## config.mk

```make
export PLATFORM = sky130hd
export DESIGN_NAME = keccak_round_ctrl_flat
export DESIGN_NICKNAME = d
export VERILOG_FILES = /design/src/rtl/keccak_round_ctrl_if.sv /design/src/rtl/keccak_round_ctrl.sv /design/src/flat_wrapper.sv
export SDC_FILE = /design/constraint.sdc
export NUM_CORES = 1
export LEC_CHECK = 0
export CAP_MARGIN = 20
export CORE_ASPECT_RATIO = 1.5
export CORE_MARGIN = 5
export CORE_UTILIZATION = 43
export DETAILED_ROUTE_END_ITERATION = 6
export MAX_ROUTING_LAYER = met4
export PLACE_DENSITY = 0.76
export SKIP_CTS_REPAIR_TIMING = 1
export SKIP_LAST_GASP = 1
export SLEW_MARGIN = 10
export SYNTH_ARGS = -nofsm -noshare
export SYNTH_HDL_FRONTEND = slang
export SYNTH_SLANG_ARGS = --single-unit
```

## constraint.sdc

```tcl
create_clock -name clk -period 1.8 [get_ports clk]
set_input_delay 0.36 -clock clk [delete_from_list [all_inputs] [get_ports clk]]
set_output_delay 0.36 -clock clk [all_outputs]
set_load 0.1 [all_outputs]
```

## src/rtl/keccak_round_ctrl_if.sv

```systemverilog
`default_nettype none
// ============================================================================
// Module      : keccak_round_ctrl_if
// Description : Handshake and datapath-control bundle between a Keccak round
//               controller and its environment.
//               master : the environment (producer/consumer) side
//               slave  : the controller side
// Signals     : in_valid/in_ready   - input handshake for a new 1600-bit state
//               out_valid/out_ready - output handshake for a finished state
//               abort               - cancel the permutation in progress
//               load_en/round_en    - state-register capture selects
//               round               - first round index applied this cycle
//               busy                - rounds are being applied
//               perm_count          - completed output handshakes (wrapping)
// Revision    : 1.0 - initial release
// ============================================================================
interface keccak_round_ctrl_if;
  logic        in_valid;
  logic        in_ready;
  logic        out_valid;
  logic        out_ready;
  logic        abort;
  logic        load_en;
  logic        round_en;
  logic [6:0]  round;
  logic        busy;
  logic [15:0] perm_count;

  modport master (
    output in_valid, out_ready, abort,
    input  in_ready, out_valid, load_en, round_en, round, busy, perm_count
  );

  modport slave (
    input  in_valid, out_ready, abort,
    output in_ready, out_valid, load_en, round_en, round, busy, perm_count
  );
endinterface
`default_nettype wire

```

## src/rtl/keccak_round_ctrl.sv

```systemverilog
`default_nettype none
// ============================================================================
// Module      : keccak_round_ctrl
// Description : Sequencer for an iterative Keccak-f permutation datapath.
//               Accepts a state (load_en), steps the round index UNROLL rounds
//               per cycle (round_en), then holds the result until the consumer
//               takes it. A new state may be accepted in the same cycle the
//               result is taken, so back-to-back permutations have no bubble.
// Parameters  : NUM_ROUNDS - rounds per permutation (must be a multiple of
//                            UNROLL)
//               UNROLL     - rounds applied per cycle (1..4)
// Ports       : clk        - clock, rising edge
//               rst_n      - synchronous active-low reset
//               bus_if     - slave side of keccak_round_ctrl_if
// Revision    : 1.0 - initial release
// ============================================================================
module keccak_round_ctrl #(
  parameter int NUM_ROUNDS = 24,
  parameter int UNROLL     = 1
) (
  input wire                 clk,
  input wire                 rst_n,
  keccak_round_ctrl_if.slave bus_if
);

  localparam logic [6:0] c_step       = 7'(UNROLL);
  localparam logic [6:0] c_last_round = 7'(NUM_ROUNDS - UNROLL);

  // 2'b11 is unused; it falls into the default branch and recovers to IDLE.
  typedef enum logic [1:0] {
    ST_IDLE = 2'b00,
    ST_RUN  = 2'b01,
    ST_DONE = 2'b10
  } state_t;

  state_t      r_state;
  logic [6:0]  r_round;
  logic        r_busy;
  logic        r_round_en;
  logic        r_out_valid;
  logic [15:0] r_perm_count;

  logic w_in_ready;
  logic w_load;
  logic w_handshake;

  // Input is accepted from IDLE, or from DONE when the result leaves in the
  // same cycle. Abort and reset both block acceptance.
  assign w_in_ready  = rst_n & ~bus_if.abort &
                       ((r_state == ST_IDLE) |
                        ((r_state == ST_DONE) & bus_if.out_ready));
  assign w_load      = w_in_ready & bus_if.in_valid;
  // An abort in DONE discards the result, so it must not count as delivered.
  assign w_handshake = r_out_valid & bus_if.out_ready & ~bus_if.abort;

  always_ff @(posedge clk) begin
    if (!rst_n) begin
      r_state      <= ST_IDLE;
      r_round      <= 7'd0;
      r_busy       <= 1'b0;
      r_round_en   <= 1'b0;
      r_out_valid  <= 1'b0;
      r_perm_count <= 16'd0;
    end else begin
      if (w_handshake) begin
        r_perm_count <= r_perm_count + 16'd1;
      end

      if (bus_if.abort) begin
        r_state     <= ST_IDLE;
        r_round     <= 7'd0;
        r_busy      <= 1'b0;
        r_round_en  <= 1'b0;
        r_out_valid <= 1'b0;
      end else begin
        case (r_state)
          ST_IDLE: begin
            if (w_load) begin
              r_state    <= ST_RUN;
              r_round    <= 7'd0;
              r_busy     <= 1'b1;
              r_round_en <= 1'b1;
            end
          end

          ST_RUN: begin
            // '>=' keeps round bounded even if NUM_ROUNDS is not an exact
            // multiple of UNROLL.
            if (r_round >= c_last_round) begin
              r_state     <= ST_DONE;
              r_round     <= 7'd0;
              r_busy      <= 1'b0;
              r_round_en  <= 1'b0;
              r_out_valid <= 1'b1;
            end else begin
              r_round <= r_round + c_step;
            end
          end

          ST_DONE: begin
            // Without out_ready everything holds, in_valid included.
            if (bus_if.out_ready) begin
              r_out_valid <= 1'b0;
              if (w_load) begin
                r_state    <= ST_RUN;
                r_round    <= 7'd0;
                r_busy     <= 1'b1;
                r_round_en <= 1'b1;
              end else begin
                r_state <= ST_IDLE;
              end
            end
          end

          default: begin
            r_state     <= ST_IDLE;
            r_round     <= 7'd0;
            r_busy      <= 1'b0;
            r_round_en  <= 1'b0;
            r_out_valid <= 1'b0;
          end
        endcase
      end
    end
  end

  assign bus_if.in_ready   = w_in_ready;
  assign bus_if.load_en    = w_load;
  assign bus_if.round_en   = r_round_en;
  assign bus_if.round      = r_round;
  assign bus_if.busy       = r_busy;
  assign bus_if.out_valid  = r_out_valid;
  assign bus_if.perm_count = r_perm_count;

endmodule
`default_nettype wire

```

## src/flat_wrapper.sv

```systemverilog
// flat-port wrapper written by rule: the top's interface ports become plain ports
module keccak_round_ctrl_flat 
#(
  parameter int NUM_ROUNDS = 24,
  parameter int UNROLL     = 1
)
  (clk, rst_n, bus_if_in_valid, bus_if_out_ready, bus_if_abort, bus_if_in_ready, bus_if_out_valid, bus_if_load_en, bus_if_round_en, bus_if_round, bus_if_busy, bus_if_perm_count);
  keccak_round_ctrl_if bus_if_i ();
  input wire clk;
  input wire rst_n;
  input wire logic [$bits(bus_if_i.in_valid)-1:0] bus_if_in_valid;
  input wire logic [$bits(bus_if_i.out_ready)-1:0] bus_if_out_ready;
  input wire logic [$bits(bus_if_i.abort)-1:0] bus_if_abort;
  output wire logic [$bits(bus_if_i.in_ready)-1:0] bus_if_in_ready;
  output wire logic [$bits(bus_if_i.out_valid)-1:0] bus_if_out_valid;
  output wire logic [$bits(bus_if_i.load_en)-1:0] bus_if_load_en;
  output wire logic [$bits(bus_if_i.round_en)-1:0] bus_if_round_en;
  output wire logic [$bits(bus_if_i.round)-1:0] bus_if_round;
  output wire logic [$bits(bus_if_i.busy)-1:0] bus_if_busy;
  output wire logic [$bits(bus_if_i.perm_count)-1:0] bus_if_perm_count;
  assign bus_if_i.in_valid = bus_if_in_valid;
  assign bus_if_i.out_ready = bus_if_out_ready;
  assign bus_if_i.abort = bus_if_abort;
  assign bus_if_in_ready = bus_if_i.in_ready;
  assign bus_if_out_valid = bus_if_i.out_valid;
  assign bus_if_load_en = bus_if_i.load_en;
  assign bus_if_round_en = bus_if_i.round_en;
  assign bus_if_round = bus_if_i.round;
  assign bus_if_busy = bus_if_i.busy;
  assign bus_if_perm_count = bus_if_i.perm_count;
  keccak_round_ctrl #(.NUM_ROUNDS(NUM_ROUNDS), .UNROLL(UNROLL)) u_core (.clk(clk), .rst_n(rst_n), .bus_if(bus_if_i));
endmodule
```

==> impl_results.md, run 1 <==
- GP Congestion: around 0.83
- Asr flop ratio synth: 0%
- Worst r2r path cells: 4
- Finished Layout Cells: 227
- CP startpoint: u_core.bus_if.perm_count[7]$_SDFFE_PN0P_
- Reg-to-reg endpoint: u_core.bus_if.perm_count[13]$_SDFFE_PN0P_
- Final clock skew: 0.006118 ns
- Crit path time final: around 1.7 ns
- CTS tree: done
- N_diodes: 0
- Count of pins over their slew limit: 0
- Mapped Nets: 153
- Tightest Hold Check Type: reg -> reg
- Grt total ovfl: 0
- Max Cap Violations: 0
- Syn Area/Cell: 8.758 sq um
- Switching share of total power: roughly a quarter
- Largest family of logic cells by synthesized area: simple AND/OR/NAND/NOR gates
- Synthesized instance count: 146
- H-tree depth: 1
- Flop pwr share: 57.6%
- Initial antenna violation count: 0
- DRC viols: 0
- Worst Path Required: 2.00 ns
- Library cells used by synthesis: 33
- Placed cells: 223
- CTS clk-pin slew, worst paths: about 0.090 ns
- Pleak: 0.0008107 uW
- FF-to-FF Start: u_core.bus_if.perm_count[7]$_SDFFE_PN0P_
- Tot Pwr: 1067 uW
- Avg Vias per Cell: ~5.3
- CTS root buf: clkbuf_8
- Clock power frac: 32.2%
- Number of clock sinks: 28
- Final HPWL from detailed placement: 2609 microns
- Finished Cell Area: 2117 sq um
- CP Data Arrival Time: 1.92 ns
- Simple-gate area share of the yosys netlist: ~29%
- Total GRT Usage: 17.54%
- IO buf count: 32
- Status: finished clean
- Setup Crit Path Kind: reg -> reg
- DP Area: 2053 sq um
- Post-synth EDFFs: 0
- Full die area: roughly 4200 sq um
- Horiz. Die Dim: 54.53 microns
- Final Hold Vio Count: 0
- Routed WL per cell: 14.47 microns
- Vias in the first global route: between 1000 and 1500
- Antenna Nets Post-Route: 0
- PwrDens: 504.2 nW/um^2
- First-pass GRT wire length: 5547 microns
- RSZ-0062 raised after global routing: no
- Worst-path fanout max: 5
- Post-Syn Area: approximately 1300 sq um
- Cell-internal power: between 800 and 900 uW
- Final setup viols: 0
- Area Overhead vs Synth: 65.56%
- Synth Register Bits: 28
- Comb pwr share: between 10% and 20%
- Ys flop type: dfxtp_1
- Iter 0 DRT Violations: 14
- DR vias: 1199
- Slew HR: between 70% and 80%
- CP Launch Type: flop
- Multiplexer share of the synthesized area: 1.566%
- Synth Area in Compound Gates: 12.92%
- Sequential fraction of the synthesis area: 43.84%
- Psw: roughly 250 uW
- Fin nets: between 150 and 200
- Synth warn: 0
- Worst-margin pin slew: 0.4099 ns
- Die Y: ~77 microns
- Core ar.: about 2900 sq um
- Max clock buf depth: 2
- Hold Crit Endpoint: u_core.bus_if.round[1]$_SDFFE_PP0P_
- Hold_sp: u_core.bus_if.round[1]$_SDFFE_PP0P_
- FP Rows: 24
- Detailed Route WL: roughly 3300 microns
- Fraction of the mapped netlist area in adder cells: under 10%
- Nature of the critical path endpoint: flop
- Starting density of the core: between 40% and 50%
- R2R Setup Slk: 0.08 ns
- IR drop worst, VDD: 0.3668 mV
- TritonCTS Buffers: 3
- Xor and xnor area share after synthesis: 8.219%
- Io pins: 33
- Clk_lat worst skew: 0.27 ns
- First-pass iteration count of the detailed router: 4
- Fmax: 582.5 MHz
- Hold Path Depth: 2
- Pin count of the biggest net entering global routing: 18
- Share of cells above drive strength 1: between 30% and 40%
- Final Cycle Share: 95.38%
state kept, by name, summed over array words and instances (netlist names):
name / count
u_core.bus_if.round: 7
u_core.bus_if.perm_count: 16
u_core.bus_if.out_valid: 1
u_core.bus_if.busy: 1
u_core.r_state: 2
u_core.bus_if.round_en: 1
per-stage QoR:
step           setup TNS [ns]  hold WS [ns]  util [%]  worst slack (ns)
2_1_floorplan          -1.020        0.4809         -           -0.4445
3_3_place_gp           -2.465        0.4891     71.22           -0.3088
3_5_place_dp           -3.410        0.5021     71.22           -0.3594
4_1_cts               -0.5294        0.5158     72.79           -0.2002
5_1_grt                     0        0.5402     73.44          0.004132
6_report                    0        0.5159     73.44           0.08316
area by class of cell:
cell class	instances	area, sq um
Clock buffer	4	45.04
Fill cell	213	765.7
Inverter	4	15.01
Multi-Input combinational cell	111	724.4
Sequential cell	28	600.6
Tap cell	39	48.80
Timing Repair Buffer	41	683.2
cells by family after synthesis:
logic type               Yosys count
adder cells (fa/ha/maj)            2
AND/OR/NAND/NOR                   69
flip-flops                        28
XOR/XNOR                          12
buffers and inverters              7
AO/OA/AOI/OAI                     26
multiplexers                       2
cell usage after synthesis, types with 2 or more instances:
| cell type | n | area, sq um |
|---|---|---|
| o21ai_0 | 5 | 25.02 |
| nor2_1 | 10 | 37.54 |
| nand2b_1 | 4 | 25.02 |
| a31oi_1 | 2 | 12.51 |
| clkbuf_1 | 3 | 11.26 |
| nand4b_1 | 2 | 17.52 |
| and2_1 | 13 | 81.33 |
| dfxtp_1 | 28 | 560.5 |
| nand3_1 | 5 | 25.02 |
| a21boi_0 | 2 | 15.01 |
| nor3_1 | 5 | 25.02 |
| a21oi_1 | 8 | 40.04 |
| nand2_1 | 12 | 45.04 |
| mux2i_1 | 2 | 20.02 |
| o21a_1 | 3 | 22.52 |
| ha_1 | 2 | 25.02 |
| xor2_1 | 6 | 52.55 |
| or3_1 | 5 | 31.28 |
| nor2b_1 | 3 | 18.77 |
| inv_1 | 4 | 15.01 |
| nor4_1 | 3 | 18.77 |
| nand4_1 | 3 | 18.77 |
| xnor2_1 | 6 | 52.55 |
per-layer routing:
metal	wire [microns]	vias to the layer above	GRT usage, %
met5	0	-	-
met4	33	0	4.489
met3	119	4	2.326
met2	1884	29	31.53
met1	1247	569	19.25
li1	-	597	-
how the worst max path moves through the flow:
stage | end
detailed placement | u_core.bus_if.perm_count[13]$_SDFFE_PN0P_
global route | u_core.bus_if.perm_count[13]$_SDFFE_PN0P_
CTS | bus_if_load_en
floorplan | bus_if_load_en
finish | u_core.bus_if.perm_count[13]$_SDFFE_PN0P_
global placement | u_core.bus_if.perm_count[13]$_SDFFE_PN0P_
critical path: stages (launching register included):
cell and delay (ns):
dfxtp_4 0.40, nand4_1 0.16, or4_4 0.57, or3_1 0.35
a21boi_2 0.17
power groups by stage:
stage	logic, uW	clock network, uW	registers, uW
2_1_floorplan	46.4	0	642
3_3_place_gp	107	0	629
3_5_place_dp	109	0	629
4_1_cts	109	350	615
5_1_grt	116	381	615
6_report	109	343	615
cell usage in the layout, fill, tap and decap left out, types with 2 or more instances in the layout:
| master | synthesis | layout |
|---|---|---|
| a21boi_0 | 2 | 2 |
| clkbuf_8 | 0 | 3 |
| dfxtp_4 | 0 | 8 |
| inv_1 | 4 | 4 |
| nand3_1 | 5 | 5 |
| o21a_1 | 3 | 3 |
| buf_4 | 0 | 7 |
| buf_12 | 0 | 28 |
| nor4_1 | 3 | 3 |
| and2_1 | 13 | 12 |
| dlymetal6s2s_1 | 0 | 3 |
| nand2_1 | 12 | 12 |
| o21ai_0 | 5 | 5 |
| mux2i_1 | 2 | 2 |
| ha_1 | 2 | 2 |
| nor2_1 | 10 | 10 |
| nand4_1 | 3 | 3 |
| a21oi_1 | 8 | 8 |
| nand2b_4 | 0 | 2 |
| dfxtp_1 | 28 | 12 |
| or3_1 | 5 | 5 |
| nand4b_1 | 2 | 2 |
| nor2b_1 | 3 | 3 |
| buf_6 | 0 | 2 |
| dfxtp_2 | 0 | 8 |
| a31oi_1 | 2 | 2 |
| nor3_1 | 5 | 5 |
| nand2b_1 | 4 | 2 |
| xnor2_1 | 6 | 6 |
| xor2_1 | 6 | 6 |
(Power assumes the default switching activity.)
==> inputs of run 2 (changes only) <==
==> constraint.sdc (replaced) <==
create_clock -name clk -period 1.74 [get_ports clk]
set_input_delay 0.348 -clock clk [delete_from_list [all_inputs] [get_ports clk]]
set_output_delay 0.348 -clock clk [all_outputs]
set_load 0.1 [all_outputs]
==> run 2 against run 1 <==
Compared with the run above:
- combinational power rose by 6%
- sequential cell count is the same
- register-to-register slack barely moved
- critical path type unchanged
- critical endpoint unchanged
- largest cell class unchanged
- largest power group unchanged
- highest routed layer unchanged
==> impl_results.md, run 2 (same netlist as run 1, synthesis figures left out) <==
- Status: finished clean
- CP bufs+invs: 0 (unchanged)
- Placed cells: 226 (+1.3%)
- Finished Cell Area: 2181 sq um (+3.0%)
- Clk_lat worst skew: 0.27 ns (about the same)
- PwrDens: 570.3 nW/um^2 (+13%)
- Most frequent cells in the layout: 28 x buf_12, 14 x dfxtp_4, 12 x and2_1, 12 x nand2_1
- Tot Pwr: 1244 uW (+17%)
- Slew HR: 76.26% (+3.8 points)
- RSZ-0062 raised after global routing: yes
- Number of clock sinks: 28 (unchanged)
- Vias in the first global route: 1253 (+2.7%)
- Critical path's largest stage delay: 0.57 ns (about the same)
- Fin nets: 199 (+1.5%)
- CP Data Arrival Time: 1.86 ns (-0.06 ns)
- Full die area: 4187 sq um (unchanged)
- Pin count of the biggest net entering global routing: 18 (unchanged)
- Area Overhead vs Synth: 70.55%
- Die Y: 76.79 microns (unchanged)
- Iter 0 DRT Violations: 35 (+21)
- GP Congestion: 0.8754 (+5.0%)
- Pleak: 0.0008410 uW (+3.7%)
- FP Rows: 24 (unchanged)
- Cell-internal power: 980.7 uW (+20%)
- First-pass iteration count of the detailed router: 4 (unchanged)
- Starting density of the core: 44.36% (unchanged)
- CTS root buf: clkbuf_8
- Nature of the critical path endpoint: flop
- Share of cells above drive strength 1: 36.13% (+2.6 points)
- DR vias: 1236 (+3.1%)
- DP Area: 2095 sq um (+2.0%)
- Final setup viols: 0 (unchanged)
- Critical Path Slowest Stage Cell: or4_4
- Crit path time final: 1.655 ns (-0.06218 ns)
- N_diodes: 0 (unchanged)
- CTS tree: done
- Commonest non-fill, non-tap cell in the layout: buf_12
- Switching share of total power: 21.15% (-2.4 points)
- Max Cap Violations: 0 (unchanged)
- TritonCTS Buffers: 3 (unchanged)
- Comb pwr share: 9.3% (-1.0 points)
- Grt total ovfl: 0 (unchanged)
- Core ar.: 2883 sq um (unchanged)
- Horiz. Die Dim: 54.53 microns (unchanged)
- Detailed Route WL: 3232 microns (-1.6%)
- First-pass GRT wire length: 5395 microns (-2.7%)
- Final Cycle Share: 95.10% (-0.28 points)
- DRC viols: 0 (unchanged)
- Avg Vias per Cell: 5.374 (+1.7%)
- Count of pins over their slew limit: 0 (unchanged)
- Psw: 263.1 uW (+4.7%)
- IR drop worst, VDD: 0.4529 mV (+23%)
- CP Launch Type: flop
- Finished Layout Cells: 230 (+1.3%)
- Worst-margin pin slew: 0.3556 ns (-0.05428 ns)
- Hold_ws: 0.5054 ns (-0.01054 ns)
- Final clock skew: 0.001023 ns (-0.005095 ns)
- Cell family with most CP delay: simple AND/OR/NAND/NOR gates
- Total GRT Usage: 17.23% (-0.31 points)
- CTS clk-pin slew, worst paths: 0.09 ns (about the same)
- Initial antenna violation count: 0 (unchanged)
- Final Hold Vio Count: 0 (unchanged)
- H-tree depth: 1 (unchanged)
- Tightest Hold Check Type: reg -> reg
- Worst-path fanout max: 6 (+1)
- Max FFs per register: 16 (unchanged)
- Routed WL per cell: 14.05 microns (-2.9%)
- IO buf count: 32 (unchanged)
- Final HPWL from detailed placement: 2645 microns (+1.4%)
- Max clock buf depth: 2 (unchanged)
- Flop pwr share: 50.4% (-7.2 points)
- Clock power frac: 40.3% (+8.1 points)
- Antenna Nets Post-Route: 0 (unchanged)
- Io pins: 33 (unchanged)
- Worst Path Required: 1.94 ns (-0.06 ns)
- Fmax: 604.4 MHz (+3.8%)
- CP cell instances: nand4b_1, or4_4, or3_1, a21boi_1
- Setup Crit Path Kind: reg -> reg
-- run 2: cell count changes in the layout (fill, tap and decap cells not counted), sizes merged --
cell    before  now
clkbuf       4    3
bufinv       0    1
buf         37   40
-- run 2: power groups by stage --
stage	combinational (uW)	clock (uW)	sequential, uW
6_report	116	501	627
5_1_grt	122	546	628
4_1_cts	116	521	627
3_5_place_dp	115	0	642
3_3_place_gp	113	0	642
2_1_floorplan	48.0	0	655
-- run 2: worst paths after layout --
path                                          endpoint                                 start  cells past startpoint  slack, ns
max          u_core.bus_if.perm_count[13]$_SDFFE_PN0P_  u_core.bus_if.out_valid$_SDFFE_PP0P_                      4       0.09
max reg2reg  u_core.bus_if.perm_count[13]$_SDFFE_PN0P_  u_core.bus_if.out_valid$_SDFFE_PP0P_                      4       0.09
min                u_core.bus_if.round[1]$_SDFFE_PP0P_   u_core.bus_if.round[1]$_SDFFE_PP0P_                      2       0.51
min reg2reg        u_core.bus_if.round[1]$_SDFFE_PP0P_   u_core.bus_if.round[1]$_SDFFE_PP0P_                      2       0.51
-- run 2: area by class of cell --
class / instances / area, sq um
Multi-Input combinational cell: 111 / 720.7
Sequential cell: 28 / 619.3
Clock buffer: 3 / 41.29
Tap cell: 39 / 48.80
Inverter: 4 / 15.01
Fill cell: 204 / 701.9
Clock inverter: 1 / 30.03
Timing Repair Buffer: 44 / 705.7
-- run 2: through the flow --
step / setup TNS, ns / worst slack [ns] / util (%)
6_report: 0 / 0.08533 / 75.65
5_1_grt: -0.002563 / -0.002563 / 75.65
4_1_cts: -0.5510 / -0.2438 / 75.13
2_1_floorplan: -1.191 / -0.4805 / -
3_5_place_dp: -3.439 / -0.3502 / 72.66
3_3_place_gp: -2.970 / -0.3243 / 72.66
-- run 2: worst register-to-register path: cells and delay by family, from the launching register on --
family / cells / cell delay [ns]
and+or+nand+nor: 3 / 1.04
DFF: 1 / 0.40
AOI/OAI and AO/OA: 1 / 0.15
-- run 2: routing by layer --
metal	track usage, %	wire (microns)	up-vias
li1	-	-	601
met1	18.89	1223	576
met2	28.66	1744	42
met3	1.357	110	17
met4	10.47	154	0
met5	-	0	-
==> inputs of run 3 (changes only) <==
--- a/config.mk
+++ b/config.mk
@@ -8,10 +8,10 @@
 export CAP_MARGIN = 20
 export CORE_ASPECT_RATIO = 1.5
 export CORE_MARGIN = 5
-export CORE_UTILIZATION = 43
+export CORE_UTILIZATION = 47
 export DETAILED_ROUTE_END_ITERATION = 6
 export MAX_ROUTING_LAYER = met4
-export PLACE_DENSITY = 0.76
+export PLACE_DENSITY = 0.81
 export SKIP_CTS_REPAIR_TIMING = 1
 export SKIP_LAST_GASP = 1
 export SLEW_MARGIN = 10
==> run 3 against run 2 <==
Compared with the run above:
- clock power is 29% lower
- clock skew hardly changed
- wire length is 8.0% higher
- sequential cell count stayed put
==> impl_results.md, run 3 (same netlist as run 1, synthesis figures left out) <==
- Status: finished clean
- Antenna Nets Post-Route: 0 (unchanged)
- R2R Setup Slk: 0.03 ns (-0.06 ns)
- Nature of the critical path endpoint: flop
- GP Congestion: 0.8597 (-1.8%)
- Avg Vias per Cell: 5.472 (+1.8%)
- Detailed Route WL: 3491 microns (+8.0%)
- PwrDens: 509.2 nW/um^2 (-11%)
- Hold_ws: 0.5272 ns (+0.02180 ns)
- Final setup viols: 0 (unchanged)
- Most frequent cells in the layout: 28 x buf_12, 14 x dfxtp_4, 12 x and2_1, 12 x nand2_1, 12 x buf_4
- Placed cells: 224 (-0.88%)
- Pleak: 0.0008325 uW (-1.0%)
- Initial antenna violation count: 0 (unchanged)
- Die Y: 73.88 microns (-3.8%)
- TritonCTS Buffers: 3 (unchanged)
- CP Data Arrival Time: 1.92 ns (+0.06 ns)
- Io pins: 33 (unchanged)
- Core ar.: 2648 sq um (-8.2%)
- Tightest Hold Check Type: reg -> reg
- Finished Layout Cells: 229 (-0.43%)
- DR vias: 1253 (+1.4%)
- Starting density of the core: 48.30% (+3.9 points)
- Area Overhead vs Synth: 68.88%
- Commonest non-fill, non-tap cell in the layout: buf_12
- CP Launch Type: flop
- Worst Path Required: 1.95 ns (about the same)
- Grt total ovfl: 0 (unchanged)
- Iter 0 DRT Violations: 28 (-20%)
- Fin nets: 200 (+0.50%)
- IO buf count: 32 (unchanged)
- Max Cap Violations: 0 (unchanged)
- Worst-path fanout max: 5 (-1)
- Clk_lat worst skew: 0.27 ns (about the same)
- Horiz. Die Dim: 52.59 microns (-3.5%)
- DRC viols: 0 (unchanged)
- Max FFs per register: 16 (unchanged)
- Vias in the first global route: 1277 (+1.9%)
- Full die area: 3885 sq um (-7.2%)
- CTS tree: done
- Final clock skew: 0.001209 ns (+0.0001864 ns)
- Setup TNS: 0 ns (unchanged)
- Finished Cell Area: 2160 sq um (-0.98%)
- Count of pins over their slew limit: 0 (unchanged)
- Pin count of the biggest net entering global routing: 18 (unchanged)
- Worst-margin pin slew: 0.3945 ns (+0.03891 ns)
- Max clock buf depth: 2 (unchanged)
- H-tree depth: 1 (unchanged)
- End-of-flow core utilization: 81.57% (+5.9 points)
- Final HPWL from detailed placement: 2702 microns (+2.2%)
- CTS clk-pin slew, worst paths: 0.09 ns (about the same)
- Share of cells above drive strength 1: 36.46% (+0.33 points)
- Final Hold Vio Count: 0 (unchanged)
- Final Cycle Share: 98.40% (+3.3 points)
- Fmax: 584.0 MHz (-3.4%)
- Slew HR: 73.58% (-2.7 points)
- IR drop worst, VDD: 0.4954 mV (+9.4%)
- Number of clock sinks: 28 (unchanged)
- First-pass iteration count of the detailed router: 4 (unchanged)
- Total GRT Usage: 20.30% (+3.1 points)
- N_diodes: 0 (unchanged)
- First-pass GRT wire length: 5664 microns (+5.0%)
- Setup Crit Path Kind: reg -> reg
- FP Rows: 23 (-4.2%)
- Crit path time final: 1.712 ns (+0.05757 ns)
- DP Area: 2092 sq um (-0.12%)
- Routed WL per cell: 15.24 microns (+8.5%)
- CTS root buf: clkbuf_8
==> run 3: through the flow <==
step | power [uW] | worst slack (ns)
after floorplan | 703.0 | -0.4805
after global placement | 754.0 | -0.3171
after detailed placement | 758.0 | -0.4252
after CTS | 1114 | -0.2744
after global routing | 1151 | -0.01662
final | 1100 | 0.02776
==> run 3: critical path: stages (launching register included) <==
cell and delay, ns:
dfxtp_4 0.39, nand4_1 0.22, or4_4 0.50, or3_1 0.36
a21boi_2 0.17
==> run 3: path summary, 6_finish.rpt <==
kind | startpoint | to | depth (start not counted)
max | u_core.bus_if.perm_count[7]$_SDFFE_PN0P_ | u_core.bus_if.perm_count[13]$_SDFFE_PN0P_ | 4
min | u_core.bus_if.perm_count[15]$_SDFFE_PN0P_ | u_core.bus_if.perm_count[15]$_SDFFE_PN0P_ | 2
min reg2reg | u_core.bus_if.perm_count[15]$_SDFFE_PN0P_ | u_core.bus_if.perm_count[15]$_SDFFE_PN0P_ | 2
max reg2reg | u_core.bus_if.perm_count[7]$_SDFFE_PN0P_ | u_core.bus_if.perm_count[13]$_SDFFE_PN0P_ | 4
==> run 3: final cells by class <==
class,count,area (sq um)
Clock buffer,4,45.04
Timing Repair Buffer,45,709.4
Fill cell,154,488.0
Tap cell,37,46.29
Inverter,4,15.01
Sequential cell,28,619.3
Multi-Input combinational cell,111,724.4
==> run 3: where the power goes <==
group	total [uW]	switching [uW]	leakage, uW	internal, uW
sequential	627	4.92	0.000240	622
clock	356	192	0.0000228	164
combinational	117	65.2	0.000570	51.6
total	1100	262	0.000833	838
==> run 3: per-layer routing <==
metal | global-route usage [%] | part of all wire (%)
met1 | 20.60 | 36
met3 | 2.434 | 3.5
met4 | 10.80 | 3.3
met5 | - | 0
met2 | 36.74 | 57
